## src/rtl/hex_mux_test_amisha.sv

```systemverilog
// rtl/hex_mux_test_amisha.sv - four-digit multiplexed seven-segment display of a, b and a+b
// The top two refresh-counter bits pick the active digit; segments are combinational.
module hex_mux_test_amisha #(
  parameter int N = 18
) (
  input  logic       clk_amisha,
  input  logic       reset_amisha,
  input  logic [7:0] sw_amisha,
  output logic [3:0] an_amisha,
  output logic [7:0] sseg_amisha
);

  logic [N-1:0] q_q;
  logic [N-1:0] q_d;
  logic [1:0]   sel;
  logic [3:0]   op_a;
  logic [3:0]   op_b;
  logic [7:0]   sum;
  logic [3:0]   hex;
  logic         dp;
  logic [6:0]   seg;

  assign q_d = q_q + N'(1);

  always_ff @(posedge clk_amisha) begin
    if (reset_amisha) begin
      q_q <= '0;
    end else begin
      q_q <= q_d;
    end
  end

  assign sel  = q_q[N-1:N-2];
  assign op_a = sw_amisha[3:0];
  assign op_b = sw_amisha[7:4];
  assign sum  = {4'b0000, op_a} + {4'b0000, op_b};

  // Only digit2 lights its decimal point, separating the operands from the sum.
  always_comb begin
    an_amisha = 4'b1110;
    hex       = op_a;
    dp        = 1'b1;
    case (sel)
      2'b00: begin
        an_amisha = 4'b1110;
        hex       = op_a;
      end
      2'b01: begin
        an_amisha = 4'b1101;
        hex       = op_b;
      end
      2'b10: begin
        an_amisha = 4'b1011;
        hex       = sum[3:0];
        dp        = 1'b0;
      end
      default: begin
        an_amisha = 4'b0111;
        hex       = sum[7:4];
      end
    endcase
  end

  always_comb begin
    seg = 7'b1111111;
    case (hex)
      4'h0: seg = 7'b0000001;
      4'h1: seg = 7'b1001111;
      4'h2: seg = 7'b0010010;
      4'h3: seg = 7'b0000110;
      4'h4: seg = 7'b1001100;
      4'h5: seg = 7'b0100100;
      4'h6: seg = 7'b0100000;
      4'h7: seg = 7'b0001111;
      4'h8: seg = 7'b0000000;
      4'h9: seg = 7'b0000100;
      4'hA: seg = 7'b0001000;
      4'hB: seg = 7'b1100000;
      4'hC: seg = 7'b0110001;
      4'hD: seg = 7'b1000010;
      4'hE: seg = 7'b0110000;
      default: seg = 7'b0111000;
    endcase
  end

  assign sseg_amisha = {dp, seg};

endmodule

```

## config.mk

```make
export PLATFORM = sky130hd
export DESIGN_NAME = hex_mux_test_amisha
export DESIGN_NICKNAME = d
export VERILOG_FILES = /design/src/rtl/hex_mux_test_amisha.sv
export SDC_FILE = /design/constraint.sdc
export NUM_CORES = 1
export LEC_CHECK = 0
export BUFFER_PORTS_ARGS = -buffer_cell sky130_fd_sc_hd__buf_2
export CAP_MARGIN = 20
export CORE_MARGIN = 4
export CORE_UTILIZATION = 32
export CTS_CLUSTER_SIZE = 40
export DETAILED_ROUTE_END_ITERATION = 6
export PLACE_DENSITY = 0.61
export SYNTH_ARGS = -nofsm -noshare
export SYNTH_HDL_FRONTEND = slang
export SYNTH_SLANG_ARGS = --single-unit
export TNS_END_PERCENT = 5
```

## constraint.sdc

```tcl
create_clock -name clk_amisha -period 3.2 [get_ports clk_amisha]
set_input_delay 0.48 -clock clk_amisha [delete_from_list [all_inputs] [get_ports clk_amisha]]
set_output_delay 0.48 -clock clk_amisha [all_outputs]
set_load 0.01 [all_outputs]
```

; ---- Word level (Yosys, flattened, before mapping)
; Memories as Yosys holds them, arrays and structs flattened.
; Index checks and enable logic that the tools add are counted.
[totals]
reg_bits = 18
romBits = 112
out_inout_bits = 12
word_cells = 10
memories = 1
[memory_table]
columns = memory, words, width, rd, rd_ports_with_merged_regs, write_ports, line_no
row1 = (name not given), 16, 7, 1, 0, 0, 66  ; case (hex)
[op_classes]
add_sub_neg = 2
n_eq_ne = 2
n_mux = 3
reduce_logical = 1
[ops]
columns = cell, n
row1 = 4-bit case mux with 3 select lines, 2
row2 = "18-bit by 1-bit adder with 18-bit output, second input constant", 1
row3 = 4-bit by 4-bit adder with 5-bit output, 1
row4 = "2-bit by 1-bit == test with 1-bit output, second input constant", 1
row5 = "2-bit == test, second input constant", 1
row6 = 2-bit zero test, 1
row7 = 1-bit 2-to-1 mux, 1

; ---- Depth between registers and ports, before layout
; Gate-level depths: netlist of run 1.
; An unclocked memory read counts as a cell.
[depth]
ltp_word = 3
depth_mapped = 10

; ---- Worst setup path after synthesis of run 1
; OpenSTA, ideal clock, no wires.
[synth_path]
path_kind = in2out
from = input sw_amisha[0]
to = output sseg_amisha[3]
arrival_ns = 2.329
path_slack_ns = 0.391
path_stages = 10
path_cell_list = ha_1 > fa_1 > a21o_2 > a211oi_1 > nor2_1 > inv_1 > ha_1 > nand2_1 > o21ai_0 > a21boi_1
[synth_between]
elab_chain_len = 3
[synth_rtl]
columns = element, line_no
row1 = start: declaration, 8  ; input logic [7:0] sw_amisha,
row2 = 4-bit by 4-bit adder with 5-bit output, 36  ; assign sum = {4'b0000, op_a} + {4'b0000, op_b};
row3 = 4-bit case mux with 3 select lines (*), 43  ; case (sel)
row4 = memory read 16 x 7 bit (*), n/a
row5 = end: declaration, 10  ; output logic [7:0] sseg_amisha
; Every way passes the cells marked *; elsewhere a longest branch is shown, timed or not.

; ---- Worst setup path in the final report of run 1
; Same ends and word-level chain as after synthesis.

==> results of run 1 <==
-- report_power, final --
| part | internal, W | total [W] | switching, W | leakage, nW |
|---|---|---|---|---|
| clock network | 0.000109 | 0.000181 | 0.0000713 | 0.0288 |
| registers | 0.000227 | 0.000231 | 0.00000333 | 0.146 |
| logic | 0.0000389 | 0.0000864 | 0.0000475 | 0.404 |
| total | 0.000375 | 0.000497 | 0.000122 | 0.579 |
-- synth_stat cells, drive strengths merged, types with 2 or more instances --
cell    instances
o21ai           6
nor2b           2
nand3           8
dfxtp          18
xnor2          10
buf             5
nor2           22
inv             8
nor3            4
a31o            2
mux2i           5
or3             2
nand2           9
a21o            2
clkbuf          2
xor2            6
and3            2
nand4           3
nor4            2
ha             10
a21oi           3
and4            2
o22ai           3
-- worst max-delay path, stage by stage --
cell      delay, ns
buf_2          0.11
ha_1           0.22
fa_2           0.35
a21o_2         0.23
a211oi_2       0.23
nor2_2         0.10
inv_1          0.11
ha_1           0.24
nand2_1        0.08
o21ai_0        0.09
a21boi_1       0.14
buf_2          0.14
-- layout by cell type (no fill, tap or decap), types with 5 or more instances in the layout --
master and instances:
buf_2 21, dfxtp_1 18, ha_1 10, inv_1 8, mux2i_1 5, nand2_1 9
nand3_1 8, nor2_1 21, o21ai_0 6, xnor2_1 10, xor2_1 6
-- worst paths after layout --
kind                            depth (start not counted)  slack (ns)        endpoint
worst min-delay path                                    1        0.47          q_q[0]
worst max register to register                          5        1.56         q_q[12]
worst max-delay path                                   12        0.21  sseg_amisha[3]
worst min register to register                          1        0.47          q_q[0]
-- through the flow --
step                      power, W  hold slack (ns)  instances  util (%)  cell area (µm²)
after detailed placement  0.000321            0.457        212      37.5             1400
after global routing      0.000524            0.512        216      39.2             1470
after global placement    0.000320            0.445        212      37.5             1400
after floorplan           0.000296            0.426        148         -             1270
final                     0.000497            0.466        216      39.2             1470
after CTS                 0.000504            0.472        216      38.9             1460
-- routing by layer --
metal  part of all wire [%]  routed length, µm  up-vias  global-route usage [%]
met3                    4.8                118        2                    2.27
met4                   0.77                 19        0                    2.51
met1                     53               1320      484                    15.1
met5                      0                  0        -                       0
met2                     41               1010       19                    15.0
li1                       -                  -      554                       -
-- timing repair --
action,CTS,global route
setup buffers,0,0
setup endpoints to repair,0,4
resized for setup,0,3
-- kinds of logic (layout without fill, tap and decap cells) --
family / after synthesis / after routing / share of synthesized area [%]
AND/OR/NAND/NOR: 58 / 58 / 23.0
AO/OA/AOI/OAI: 24 / 24 / 15.1
flip-flops: 18 / 18 / 28.3
XOR/XNOR: 16 / 16 / 11.0
buffers and inverters: 15 / 35 / 6.48
adder cells (fa/ha/maj): 11 / 11 / 11.4
multiplexers: 6 / 6 / 4.81
-- layout make-up --
| class | count | area [µm²] | area share (%) |
|---|---|---|---|
| Inverter | 8 | 30.0 | 2.05 |
| Timing Repair Buffer | 23 | 120 | 8.18 |
| Sequential cell | 18 | 360 | 24.6 |
| Multi-Input combinational cell | 115 | 842 | 57.4 |
| Tap cell | 48 | 60.1 | 4.09 |
| Clock buffer | 4 | 55.1 | 3.75 |
==> results.json, run 1 <==
{
  "outcome": "finished, final reports clean",
  "clock_sinks": 18,
  "crit_start": "sw_amisha[0]",
  "place.port_buffers": 21,
  "timing.final.max_slew_violations": 0,
  "drt_iter0_drc": 47,
  "max-vdd-ir-drop_uv": 161,
  "row_count": 22,
  "synth_top_cell_by_area": "dfxtp_1",
  "post_route_cells_drive_above_1_share_pct": 23.8,
  "cts_root_buf": "clkbuf_8",
  "vias": 1059,
  "required_time_at_the_worst_slack_endpoint_ns": 2.72,
  "timing.max_slew.rel_slack_pct": 69.6,
  "finalHoldViolCount": 0,
  "grt_first_pass_wirelength_um": 4360,
  "grt_pass1_vias": 968,
  "post_synth_instance_area_um2": 1270,
  "n_antenna_cell": 0,
  "avgSynthCellArea_um2": 8.61,
  "largest_register_ff_count": 18,
  "synth-warning-count": 0,
  "worst_pin_slew_ns": 0.451,
  "end_kind": "output port",
  "worstPathArrival_ns": 2.51,
  "yosysSeqAreaShare_pct": 28.3,
  "synth-edff-count": 0,
  "worst_r2r_src": "q_q[0]",
  "grtUsageTotal_pct": 10.3,
  "pin_count_of_the_biggest_net_entering_global_routing": 19,
  "final_period_minus_worst_setup_slack_ns": 2.99,
  "setup_skew_after_layout_ns": 0.00286,
  "pwr_density_cell_nw_per_um2": 339,
  "clk_latency_ns": 0.25,
  "reg_top3": "q_q (18)",
  "cts_tree": "done",
  "hold_path_startpoint": "q_q[0]",
  "flow.area_growth_from_synthesis_pct": 15.1,
  "final_hpwl_from_detailed_placement_um": 1900,
  "crit_type": "input port to output port",
  "antenna_found_initial": 0,
  "setup_slack_ns": 0.207,
  "netlist_instances": 148,
  "startpoint_class_of_the_critical_path": "input port",
  "final_antenna_net_count": 0,
  "yosys.area.top_type_share_pct": 28.3,
  "leakagePower_nw": 0.579,
  "synth_seq_cells": 18,
  "totalNegativeSetupSlack_ns": 0,
  "drcViolationCount": 0,
  "design.core.area_um2": 3740,
  "drtPass1Iterations": 4,
  "fill_cells": 397,
  "num_io_pins": 22,
  "cts_hold_buf": 0,
  "register_with_the_most_flip_flops": "q_q",
  "yosysUniqueCellTypes": 42,
  "die_y_um": 71.1,
  "overflow_left_after_global_routing": 0,
  "cap_viol_max_count": 0,
  "synth_net_count": 169,
  "synth-async-reset-ratio_pct": 0,
  "max_freq_ghz": 0.334,
  "die_w_um": 71.1,
  "setup_viol": 0,
  "clock_transition_time_at_the_flip_flop_clock_pins_of_the_worst_setup_and_hold_paths_ns": 0.06,
  "finish.net_count": 190,
  "drt-wirelength-per-cell_um": 11.4,
  "cts_made_buffers": 3,
  "wire_length_after_detailed_routing_um": 2460,
  "dominant_cells_by_area_after_synthesis": "dfxtp_1, ha_1, xnor2_1",
  "detail_route.vias_per_cell": 4.90,
  "dp_slack_ns": 0.110,
  "cts.htree.levels": 1,
  "cts.path.max_buffers": 2,
  "gp_routability_congestion": 0.801,
  "hold_class": "register to register",
  "cp_max_fo": 5,
  "synth-main-ff-cell": "dfxtp_1",
  "initial_core_util_pct": 34.1,
  "die-area_um2": 5060,
  "min_period_over_period_pct": 93.5
}
No activity file was read; power rests on OpenSTA's default activity.
==> run 2, diff against run 1 <==
- CORE_ASPECT_RATIO: default -> 0.6
==> run 2 against run 1 <==
Against the previous run:
- combinational power is 2% higher
- largest cell class unchanged
- core utilization shrank 0.10 points
- critical endpoint is now sseg_amisha[1]
- fmax shrank 1.3%
- sequential share of layout area is 0.063 points higher
- cell count down 0.46%
- clock power rose by 3%
- global-route usage rose by 0.46 points
- non-clock buffer count stayed put
- sequential power is essentially flat
- register-to-register slack barely moved
==> results.json, run 2 (synthesis gave the netlist of run 1 again) <==
{
  "outcome": "finished, final reports clean",
  "pin_count_of_the_biggest_net_entering_global_routing": 19,
  "setup_slack_ns": 0.166,
  "crit_family": "adder cells",
  "final_hpwl_from_detailed_placement_um": 1970,
  "finalNonFillerCells": 215,
  "flip_flop_and_latch_area_um2": 360,
  "finalHoldViolCount": 0,
  "totalPowerFinal_w": 0.000505,
  "crit_slowest_cell": "fa_1",
  "startpoint_class_of_the_critical_path": "input port",
  "die_w_um": 89.5,
  "n_antenna_cell": 0,
  "row_count": 17,
  "end_kind": "output port",
  "drtPass1Iterations": 4,
  "setup_skew_after_layout_ns": 0.00139,
  "total_placed_cells_including_tap_cells": 211,
  "most-common-layout-cells": "nor2_1, buf_2, dfxtp_1, xnor2_1, ha_1",
  "num_io_pins": 22,
  "gp_routability_congestion": 0.849,
  "dp_slack_ns": 0.102,
  "timing.critical_path.depth": 11,
  "fill_cells": 386,
  "timing.final.max_slew_violations": 0,
  "antenna_found_initial": 0,
  "timing.hold.ws_ns": 0.461,
  "cts_root_buf": "clkbuf_8",
  "timing.critical_path.cells": "buf_2 > ha_1 > fa_1 > a21o_2 > a211oi_2 > nor2_2 > ha_1 > nand2_1 > o21ai_0 > a32o_1 > buf_2",
  "cp_max_fo": 5,
  "post-cts-setup-buffer-count": 0,
  "grtUsageTotal_pct": 10.7,
  "design.core.area_um2": 3740,
  "register_with_the_most_flip_flops": "q_q",
  "gr-max-usage-layer": "met1",
  "die-area_um2": 5090,
  "met3_usage_pct": 3.08,
  "totalNegativeSetupSlack_ns": 0,
  "cp_slowest_stage_delay_ns": 0.41,
  "required_time_at_the_worst_slack_endpoint_ns": 2.72,
  "drt_iter0_drc": 50,
  "cap_viol_max_count": 0,
  "clock_sinks": 18,
  "min_period_over_period_pct": 94.8,
  "cts.htree.levels": 1,
  "cts.path.max_buffers": 2,
  "initial_core_util_pct": 34.1,
  "crit_type": "input port to output port",
  "leakagePower_nw": 0.579,
  "grt_first_pass_wirelength_um": 4190,
  "max_freq_ghz": 0.330,
  "place.port_buffers": 21,
  "cts_made_buffers": 3,
  "die_y_um": 56.9,
  "grt_util_met2_pct": 12.2,
  "rsz0062_at_grt": "false",
  "crit_start": "sw_amisha[0]",
  "path_buf_inv": 2,
  "finish.net_count": 190,
  "hold_class": "register to register",
  "drt-wirelength-per-cell_um": 11.8,
  "hold_path_startpoint": "q_q[0]",
  "pwr_density_cell_nw_per_um2": 345,
  "worst_r2r_src": "q_q[0]",
  "setup_viol": 0,
  "detail_route.vias_per_cell": 4.83,
  "vias": 1038,
  "final_period_minus_worst_setup_slack_ns": 3.03,
  "overflow_left_after_global_routing": 0,
  "max-vdd-ir-drop_uv": 138,
  "worst_pin_slew_ns": 0.443,
  "clock_transition_time_at_the_flip_flop_clock_pins_of_the_worst_setup_and_hold_paths_ns": 0.07,
  "grt_pass1_vias": 885,
  "cts_tree": "done",
  "drcViolationCount": 0,
  "multi_input_area_um2": 840,
  "hold_depth": 1,
  "post_route_cells_drive_above_1_share_pct": 23.8,
  "largest_register_ff_count": 18,
  "worst_r2r_path_depth": 5,
  "reg_top3": "q_q (18)",
  "global_route.usage.met1_pct": 17.7,
  "cts_hold_buf": 0,
  "final_antenna_net_count": 0,
  "flow.area_growth_from_synthesis_pct": 14.8,
  "timing.max_slew.rel_slack_pct": 70.1,
  "clk_latency_ns": 0.26,
  "worstPathArrival_ns": 2.55,
  "wire_length_after_detailed_routing_um": 2550
}
## run 2: cell types whose count changed in the layout (fill, tap and decap cells not counted)
cell   change
fa_1       +1
inv_2      +1
fa_2       -1
inv_1      -1
## run 2: final timing paths
kind,slack [ns],endpoint
max,0.17,sseg_amisha[1]
min,0.46,q_q[0]
max reg2reg,1.57,q_q[12]
min reg2reg,0.46,q_q[0]
## run 2: where the power goes
part / switching (W) / internal (W) / leakage [nW]
Combinational: 0.0000491 / 0.0000387 / 0.404
Sequential: 0.00000301 / 0.000227 / 0.146
Clock: 0.0000772 / 0.000109 / 0.0288
Total: 0.000129 / 0.000375 / 0.579
## run 2: cell type report
type | instances | area share, %
clock buffers | 4 | 3.76
multi-input cells | 115 | 57.4
flip-flops and latches | 18 | 24.6
well taps | 47 | 4.02
inverters | 8 | 2.05
repair buffers | 23 | 8.21
## run 2: metrics by stage
step | utilization [%] | instance area (µm²)
floorplan | - | 1270
global placement | 37.4 | 1400
detailed placement | 37.4 | 1400
CTS | 38.9 | 1460
global route | 39.1 | 1460
finish | 39.1 | 1460
## run 2: layer usage
metal | share of wire, % | wire (µm)
met3 | 5.9 | 149
met1 | 57 | 1450
met2 | 35 | 896
met5 | 0 | 0
met4 | 1.8 | 46
## run 2: what timing repair did
item / CTS / global route
gates resized for setup: 0 / 3
setup endpoints to repair: 0 / 2
endpoints found under the hold margin: 0 / 0
